--- config.mk ---
export PLATFORM = sky130hd
export DESIGN_NAME = fpga_test_run_ctrl
export DESIGN_NICKNAME = d
export VERILOG_FILES = /design/src/rtl/fpga_test_run_ctrl.sv
export SDC_FILE = /design/constraint.sdc
export NUM_CORES = 1
export LEC_CHECK = 0
export BUFFER_PORTS_ARGS = -buffer_cell sky130_fd_sc_hd__buf_2
export CAP_MARGIN = 20
export CORE_MARGIN = 2
export CORE_UTILIZATION = 40
export DETAILED_ROUTE_END_ITERATION = 7
export PLACE_DENSITY_LB_ADDON = 0.12
export SYNTH_ARGS = -nofsm -noshare
export SYNTH_HDL_FRONTEND = slang
export SYNTH_SLANG_ARGS = --single-unit
--- constraint.sdc ---
create_clock -name clk_i -period 4.7 [get_ports clk_i]
set_input_delay 0.94 -clock clk_i [delete_from_list [all_inputs] [get_ports clk_i]]
set_output_delay 0.94 -clock clk_i [all_outputs]
set_load 0.02 [all_outputs]
--- src/rtl/fpga_test_run_ctrl.sv ---
// Board-level run controller for the core test wrapper: debounced start button,
// core reset / fetch-enable sequencing, run timeout and result latching for LEDs.
module fpga_test_run_ctrl #(
  parameter int unsigned DEBOUNCE_CYCLES    = 250000,
  parameter int unsigned RESET_HOLD_CYCLES  = 16,
  parameter int unsigned FETCH_DELAY_CYCLES = 8,
  parameter int unsigned TIMEOUT_CYCLES     = 2**26
) (
  input  logic        clk_i,
  input  logic        rst_i,
  input  logic        btn_start_i,
  output logic        core_rst_no,
  output logic        fetch_enable_o,
  input  logic        tests_passed_i,
  input  logic        tests_failed_i,
  input  logic        exit_valid_i,
  input  logic [31:0] exit_value_i,
  output logic [2:0]  state_o,
  output logic [31:0] exit_value_o,
  output logic [31:0] run_cycles_o,
  output logic [7:0]  led_o
);

  localparam int unsigned DBW = $clog2(DEBOUNCE_CYCLES + 1);
  localparam int unsigned RHW = $clog2(RESET_HOLD_CYCLES + 1);
  localparam int unsigned FDW = $clog2(FETCH_DELAY_CYCLES + 1);
  localparam int unsigned PHW = (RHW > FDW) ? RHW : FDW;

  typedef enum logic [2:0] {
    S_IDLE       = 3'd0,
    S_RESET      = 3'd1,
    S_WAIT_FETCH = 3'd2,
    S_RUN        = 3'd3,
    S_PASS       = 3'd4,
    S_FAIL       = 3'd5,
    S_TIMEOUT    = 3'd6
  } state_t;

  logic [1:0]     r_sync;
  logic           r_btn_level;
  logic [DBW-1:0] r_db_cnt;
  logic           r_start;

  state_t         r_state;
  logic [PHW-1:0] r_phase;
  logic           r_core_rst_n;
  logic           r_fetch;
  logic           r_running;
  logic [2:0]     r_res;
  logic [31:0]    r_exit;
  logic [31:0]    r_run_cycles;

  logic [32:0]    w_run_inc;
  state_t         w_run_next;

  // Accepted level resets high so a button held through reset must be released before it can start a run.
  always_ff @(posedge clk_i or posedge rst_i) begin
    if (rst_i) begin
      r_sync      <= 2'b00;
      r_btn_level <= 1'b1;
      r_db_cnt    <= '0;
      r_start     <= 1'b0;
    end else begin
      r_sync  <= {r_sync[0], btn_start_i};
      r_start <= 1'b0;
      if (r_sync[1] != r_btn_level) begin
        if (r_db_cnt == DBW'(DEBOUNCE_CYCLES - 1)) begin
          r_btn_level <= r_sync[1];
          r_db_cnt    <= '0;
          r_start     <= r_sync[1];
        end else begin
          r_db_cnt <= r_db_cnt + DBW'(1);
        end
      end else begin
        r_db_cnt <= '0;
      end
    end
  end

  assign w_run_inc = {1'b0, r_run_cycles} + 33'd1;

  // Exit decision for the current RUN cycle, highest priority first.
  always_comb begin
    w_run_next = S_RUN;
    if (tests_failed_i) begin
      w_run_next = S_FAIL;
    end else if (exit_valid_i) begin
      w_run_next = (exit_value_i == 32'd0) ? S_PASS : S_FAIL;
    end else if (tests_passed_i) begin
      w_run_next = S_PASS;
    end else if (w_run_inc == 33'(TIMEOUT_CYCLES)) begin
      w_run_next = S_TIMEOUT;
    end else begin
      w_run_next = S_RUN;
    end
  end

  // Run sequencer with registered core controls; a start pulse restarts from any state.
  always_ff @(posedge clk_i or posedge rst_i) begin
    if (rst_i) begin
      r_state      <= S_IDLE;
      r_phase      <= '0;
      r_core_rst_n <= 1'b0;
      r_fetch      <= 1'b0;
      r_running    <= 1'b0;
      r_res        <= 3'b000;
      r_exit       <= 32'd0;
      r_run_cycles <= 32'd0;
    end else if (r_start) begin
      r_state      <= S_RESET;
      r_phase      <= '0;
      r_core_rst_n <= 1'b0;
      r_fetch      <= 1'b0;
      r_running    <= 1'b0;
      r_res        <= 3'b000;
      r_exit       <= 32'd0;
      r_run_cycles <= 32'd0;
    end else begin
      case (r_state)
        S_RESET: begin
          if (r_phase == PHW'(RESET_HOLD_CYCLES - 1)) begin
            r_state      <= S_WAIT_FETCH;
            r_phase      <= '0;
            r_core_rst_n <= 1'b1;
          end else begin
            r_phase <= r_phase + PHW'(1);
          end
        end
        S_WAIT_FETCH: begin
          if (r_phase == PHW'(FETCH_DELAY_CYCLES - 1)) begin
            r_state   <= S_RUN;
            r_phase   <= '0;
            r_fetch   <= 1'b1;
            r_running <= 1'b1;
          end else begin
            r_phase <= r_phase + PHW'(1);
          end
        end
        S_RUN: begin
          if (r_run_cycles != 32'hFFFF_FFFF) begin
            r_run_cycles <= w_run_inc[31:0];
          end
          if (exit_valid_i && !tests_failed_i) begin
            r_exit <= exit_value_i;
          end
          if (w_run_next != S_RUN) begin
            r_state      <= w_run_next;
            r_fetch      <= 1'b0;
            r_core_rst_n <= 1'b0;
            r_running    <= 1'b0;
            r_res        <= {w_run_next == S_TIMEOUT, w_run_next == S_FAIL, w_run_next == S_PASS};
          end
        end
        default: begin
        end
      endcase
    end
  end

  assign state_o        = r_state;
  assign core_rst_no    = r_core_rst_n;
  assign fetch_enable_o = r_fetch;
  assign exit_value_o   = r_exit;
  assign run_cycles_o   = r_run_cycles;
  assign led_o          = {r_exit[3:0], r_running, r_res};

endmodule
Yosys cells after proc, flatten, opt, wreduce, memory -nomap -nowiden
Index checks and enable logic that the tools add are counted.
{"block": "totals", "ff_bits": 99, "latch_bits": 0, "ram_bits": 0, "mem_bits_ro": 0, "input_bits": 38, "out_inout_bits": 77, "wordCells": 82, "memories": 0}
{"block": "op_classes", "add_sub_neg": 3, "multipliers": 0, "div": 0, "order_cmp": 0, "n_eq_ne": 16, "shift": 0, "n_mux": 34, "bitwise_logic": 0, "n_reduce_logical": 18}
{"op": "32-bit two-way mux", "n": 6}
{"op": "18-bit two-way mux", "n": 2}
{"op": "32-bit by 1-bit adder with 33-bit output (second input constant)", "n": 1}
{"op": "33-bit by 27-bit == test with 1-bit output (second input constant)", "n": 1}
{"op": "3-bit two-way mux", "n": 11}
{"op": "32-bit zero test", "n": 1}
{"op": "32-bit != test (second input constant)", "n": 1}
{"op": "18-bit by 1-bit adder with 18-bit output (second input constant)", "n": 1}
{"op": "18-bit == test (second input constant)", "n": 1}
{"op": "5-bit two-way mux", "n": 3}
{"op": "5-bit one-hot mux with 2 select lines", "n": 1}
{"op": "3-bit == test (second input constant)", "n": 3}
{"op": "3-bit != test (second input constant)", "n": 3}
{"op": "3-bit one-hot mux with 3 select lines", "n": 1}
{"op": "3-bit nonzero test", "n": 3}
{"op": "1-bit two-way mux", "n": 8}
{"op": "2-bit AND reduction", "n": 4}
{"op": "2-bit nonzero test", "n": 4}
{"op": "3-bit by 2-bit == test with 1-bit output (second input constant)", "n": 2}
{"op": "3-bit AND reduction", "n": 2}
{"op": "5-bit by 1-bit adder with 5-bit output (second input constant)", "n": 1}
{"op": "5-bit by 3-bit == test with 1-bit output (second input constant)", "n": 1}
{"op": "5-bit by 4-bit == test with 1-bit output (second input constant)", "n": 1}
{"op": "1-bit one-hot mux with 2 select lines", "n": 2}
{"op": "other kinds (7)", "n": 7}

Longest topological paths before layout
{"block": "logic_depth", "depth_word": 10, "ltp_mapped": 10, "ltp_nobuf": 9}

Worst setup path after synthesis
Ideal clock, no wire load.
{"block": "synth_timing", "path_type": "register -> register", "startpoint": "register r_run_cycles[0] (netlist: run_cycles_o[0])", "endpoint": "register r_state[0] (netlist: state_o[0])", "setup_ps": 124, "t_arrival_ps": 2812, "required_time_ps": 4576, "path_slack_ps": 1764, "stages_incl_launch_ff": 9, "n_path_buf": 0, "period_less_slack_ps": 2936, "cell_sequence": "dfrtp_1 > ha_1 > nand4_1 > nor4_2 > nand3_1 > xnor2_1 > a2111oi_0 > nand4_2 > a211o_1"}
{"block": "synth_between", "elab_chain_len": 9, "word_cells_on_any_way": 12, "cone_classes": "add/sub (1); eq/ne (3); mux (7); reduce/logical (1)"}
{"element": "start: declaration", "line_no": "51", "rtl": "logic [31:0] r_run_cycles;"}
{"element": "start signal: assignment", "line_no": "141", "rtl": "r_run_cycles <= w_run_inc[31:0];"}
{"element": "32-bit by 1-bit adder with 33-bit output *", "line_no": "80", "rtl": "assign w_run_inc = {1'b0, r_run_cycles} + 33'd1;"}
{"element": "33-bit by 27-bit == test with 1-bit output *", "line_no": "91", "rtl": "end else if (w_run_inc == 33'(TIMEOUT_CYCLES)) begin"}
{"element": "3-bit two-way mux *", "line_no": "91"}
{"element": "3-bit two-way mux *", "line_no": "89", "rtl": "end else if (tests_passed_i) begin"}
{"element": "3-bit two-way mux *", "line_no": "87", "rtl": "end else if (exit_valid_i) begin"}
{"element": "3-bit two-way mux *", "line_no": "85", "rtl": "if (tests_failed_i) begin"}
{"element": "3-bit by 2-bit != test with 1-bit output or 3-bit two-way mux (tied branches)", "line_no": "146", "rtl": "if (w_run_next != S_RUN) begin"}
{"element": "3-bit != test (no line) or 3-bit one-hot mux with 3 select lines (tied branches)"}
{"element": "4-bit AND reduction (no line) or 3-bit two-way mux (tied branches)"}
{"element": "end signal: assignment", "line_no": "147", "rtl": "r_state <= w_run_next;"}
{"element": "end: declaration", "line_no": "44", "rtl": "state_t r_state;"}
Mark *: on every way between the ends. The rest lies on a longest branch, timed or not. The select of a mux whose other input is x is not followed.
A chain may end at the register's enable or synchronous reset.

Worst setup path after layout
{"block": "layout_timing", "startpoint": "register r_run_cycles[0] (netlist: run_cycles_o[0])", "endpoint": "register r_running"}
{"block": "layout_between", "elab_chain_len": 9}
{"element": "32-bit by 1-bit adder with 33-bit output", "line_no": "80"}
{"element": "33-bit by 27-bit == test with 1-bit output", "line_no": "91"}
{"element": "3-bit two-way mux", "line_no": "91"}
{"element": "3-bit two-way mux", "line_no": "89"}
{"element": "3-bit two-way mux", "line_no": "87"}
{"element": "3-bit two-way mux", "line_no": "85"}
{"element": "3-bit by 2-bit != test with 1-bit output", "line_no": "146"}
{"element": "3-bit != test (no line)"}
{"element": "3-bit AND reduction (no line)"}
{"element": "end signal: assignment", "line_no": "105", "rtl": "r_running <= 1'b0;"}
{"element": "end signal: assignment", "line_no": "114", "rtl": "r_running <= 1'b0;"}
{"element": "end signal: assignment", "line_no": "150", "rtl": "r_running <= 1'b0;"}
{"element": "end: declaration", "line_no": "48", "rtl": "logic r_running;"}
No other way between the ends.

==> results.sh <==
export IMPL_start_kind="flip-flop"
export IMPL_dieArea_um2=13650
export IMPL_cp_slowest_stage_delay_ps=690
export IMPL_r2r_end="r_running"
export IMPL_cts_buffers_inserted=9
export IMPL_chipWidth_um=116.8
export IMPL_cts_root_buf="clkbuf_16"
export IMPL_clockBufferDepth=2
export IMPL_cts_repair_resized=0
export IMPL_route_vias_total=4248
export IMPL_cp_slowest_cell="nor4_2"
export IMPL_regToRegStartpoint="run_cycles_o[0]"
export IMPL_final_fill_count=1240
export IMPL_final_core_util_pct=48.32
export IMPL_drtIter0Drc=214
export IMPL_clkLatencyLatePin_ps=350
export IMPL_path_buf_inv=0
export IMPL_top_usage_layer="met2"
export IMPL_powerDensity_nw_per_um2=276.9
export IMPL_finalHoldViolCount=0
export IMPL_h_tree_depth=3
export IMPL_portBuffers=114
export IMPL_final_net_count=669
export IMPL_max_cap_violations=0
export IMPL_core_area_um2=12520
export IMPL_worstPathRequired_ps=4910
export IMPL_gr_total_overflow=0
export IMPL_reg2reg_depth=9
export IMPL_firstDrtPassIters=4
export IMPL_start_util_pct=40.67
export IMPL_syn_cell_area_um2=5091
export IMPL_cts_hold_buf=0
export IMPL_drv_slew=0
export IMPL_setup_viol=0
export IMPL_drcViolationCount=0
export IMPL_min_path_cells=0
export IMPL_postRouteAntennaNets=0
export IMPL_clock_sinks=99
export IMPL_post_route_period_util_pct=69.23
export IMPL_synth_top_cell_by_area="dfrtp_1"
export IMPL_grt_max_degree=73
export IMPL_synth_area_top_cells="dfrtp_1 48%, a22o_1 5.5%, xor2_1 5.3%"
export IMPL_grt_use_total_pct=18.52
export IMPL_tightest_slew_ps=896.9
export IMPL_diodes=0
export IMPL_peakVddDrop_mv=0.1574
export IMPL_syn_nets=573
export IMPL_holdCritStartpoint="r_sync[0]"
export IMPL_die_h_um=116.8
export IMPL_synth_top_area_share_pct=48.17
export IMPL_yosys_warnings=0
export IMPL_num_rows=41
export IMPL_cts_tree="built"
export IMPL_area_growth_pct=18.80
export IMPL_use_met2_pct=27.67
export IMPL_grt_use_met1_pct=26.92
export IMPL_fin_skew_ps=6.120
export IMPL_post_drt_wl_per_cell_um=15.52
export IMPL_design_area_um2=6048
export IMPL_crit_path_end_kind="flip-flop"
export IMPL_cts_setup_buffers=0
export IMPL_placed_cell_area_um2=5766
export IMPL_outcome="finished, final reports clean"
export IMPL_arrival_ps=3460
export IMPL_critical_path_class="reg2reg"
export IMPL_hp_class="reg2reg"
export IMPL_path_cells="ha_1 -> nand4_1 -> nor4_2 -> nand3_1 -> xnor2_1 -> a2111oi_0 -> nand4_2 -> a21oi_2 -> nor3_1"
export IMPL_cp_top_family="simple AND/OR/NAND/NOR gates"
export IMPL_p_leak_nw=2.846
export IMPL_grt_pass1_vias=3914
export IMPL_place_congestion=0.9387
export IMPL_yosys_register_bits=99
export IMPL_clk_pin_slew_ps=70
export IMPL_synth_seq_area_share_pct=48.69
export IMPL_grt_pass1_wl_um=20000
export IMPL_relSlewSlack_pct=40.21
export IMPL_postSynthCellCount=530
export IMPL_synth_top_flop_cell="dfrtp_1"
export IMPL_met3_usage_pct=2.935
export IMPL_rsz0062_at_grt="no"
export IMPL_max_freq_ghz=0.3073
export IMPL_min_period_ps=3254
export IMPL_min_to="r_sync[1]"
export IMPL_synth_cell_types=51
export IMPL_pin_count=115
export IMPL_viasPerCell=5.290
export IMPL_routed_wl_um=12460
export IMPL_grt_antenna_before_repair=0
export IMPL_critPathMaxFanout=8
export IMPL_hpwl_um=8744
export IMPL_synth_edff_count=0
export IMPL_drive_gt1_share_pct=23.45
export IMPL_syn_area_per_cell_um2=9.606
export IMPL_async_reset_ff_share_pct=100.0
export IMPL_timing_setup_tns_ps=0
export IMPL_reg2reg_slack_ps=1450
[layout make-up]
cell class | count | area (µm²) | area share [%]
sequential | 99 | 2479 | 40.98
clock inverter | 4 | 26.28 | 0.4344
timing repair buffer | 119 | 608.1 | 10.05
tap | 172 | 215.2 | 3.558
inverter | 7 | 28.78 | 0.4758
clock buffer | 12 | 256.5 | 4.241
multi-input combinational | 390 | 2435 | 40.26
[flip-flops by register name, indices dropped and copies added (netlist names)]
signal,count
r_start,1
core_rst_no,1
run_cycles_o,32
r_btn_level,1
r_res,3
state_o,3
r_phase,5
r_running,1
r_db_cnt,18
r_sync,2
exit_value_o,32
[worst max-delay path by stage]
stage | end | slack (ps) | cells after the start | from
final | r_running | 1450 | 9 | run_cycles_o[0]
after global routing | r_running | 1080 | 9 | run_cycles_o[0]
after CTS | r_running | 1420 | 9 | run_cycles_o[0]
after detailed placement | r_running | 1430 | 9 | run_cycles_o[0]
after global placement | core_rst_no | 1560 | 9 | run_cycles_o[0]
after floorplan | core_rst_no | 1170 | 1 | rst_i
[cells in the mapped netlist, types with 5 or more instances]
master    instances
a21oi_1          17
clkbuf_1         21
dfrtp_1          98
buf_2             6
nand4_1          15
nor4_1           16
xor2_1           31
inv_1             7
xnor2_1          25
nor3_1           21
ha_1              5
nand3_1          27
buf_4             7
and3_1           15
nand2_1          40
a22o_1           32
o21ai_0          13
nor2_1           69
or3_1             9
[cell families after synthesis]
family / count (synthesis) / synth area share [%]
fa+ha+maj: 5 / 1.229
xor+xnor: 56 / 9.634
simple gates: 240 / 23.94
compound gates: 86 / 12.19
flops: 99 / 48.69
mux: 3 / 0.6390
buf+inv: 41 / 3.687
[metal layers]
layer / vias up / share of wire, %
met5: - / 0
met4: 0 / 2.1
met3: 20 / 3.7
met2: 93 / 47
met1: 2062 / 47
li1: 2073 / -
[placed cells by master (no fill, tap or decap), drive strengths merged, types with 4 or more instances in the layout]
| cell | netlist | layout |
|---|---|---|
| nor3 | 21 | 21 |
| nor2 | 69 | 69 |
| inv | 7 | 7 |
| and2 | 4 | 4 |
| dfrtp | 98 | 98 |
| a22o | 32 | 32 |
| o21ai | 13 | 13 |
| xnor2 | 25 | 25 |
| nand4 | 16 | 16 |
| nor4 | 18 | 18 |
| xor2 | 31 | 31 |
| ha | 5 | 5 |
| buf | 13 | 119 |
| or3 | 9 | 9 |
| a21oi | 18 | 18 |
| clkbuf | 21 | 12 |
| nand2 | 40 | 40 |
| and3 | 15 | 15 |
| nand3 | 29 | 29 |
[power by group]
group	leakage [nW]	switching, mW	total, mW	internal [mW]
registers	1.34	0.00860	0.874	0.865
clock network	0.139	0.326	0.713	0.388
logic	1.37	0.0556	0.0874	0.0318
total	2.85	0.390	1.67	1.28
[metrics by stage]
step           total power [mW]  std cells  hold slack (ps)  worst slack (ps)
2_1_floorplan            0.9366        530            331.2              1171
6_report                  1.675        803            355.3              1446
5_1_grt                   1.741        803            373.0              1083
3_5_place_dp             0.9793        787            346.2              1431
4_1_cts                   1.694        803            363.5              1423
3_3_place_gp             0.9777        787            333.5              1559
Note: power is estimated with default switching activity, not from simulation.
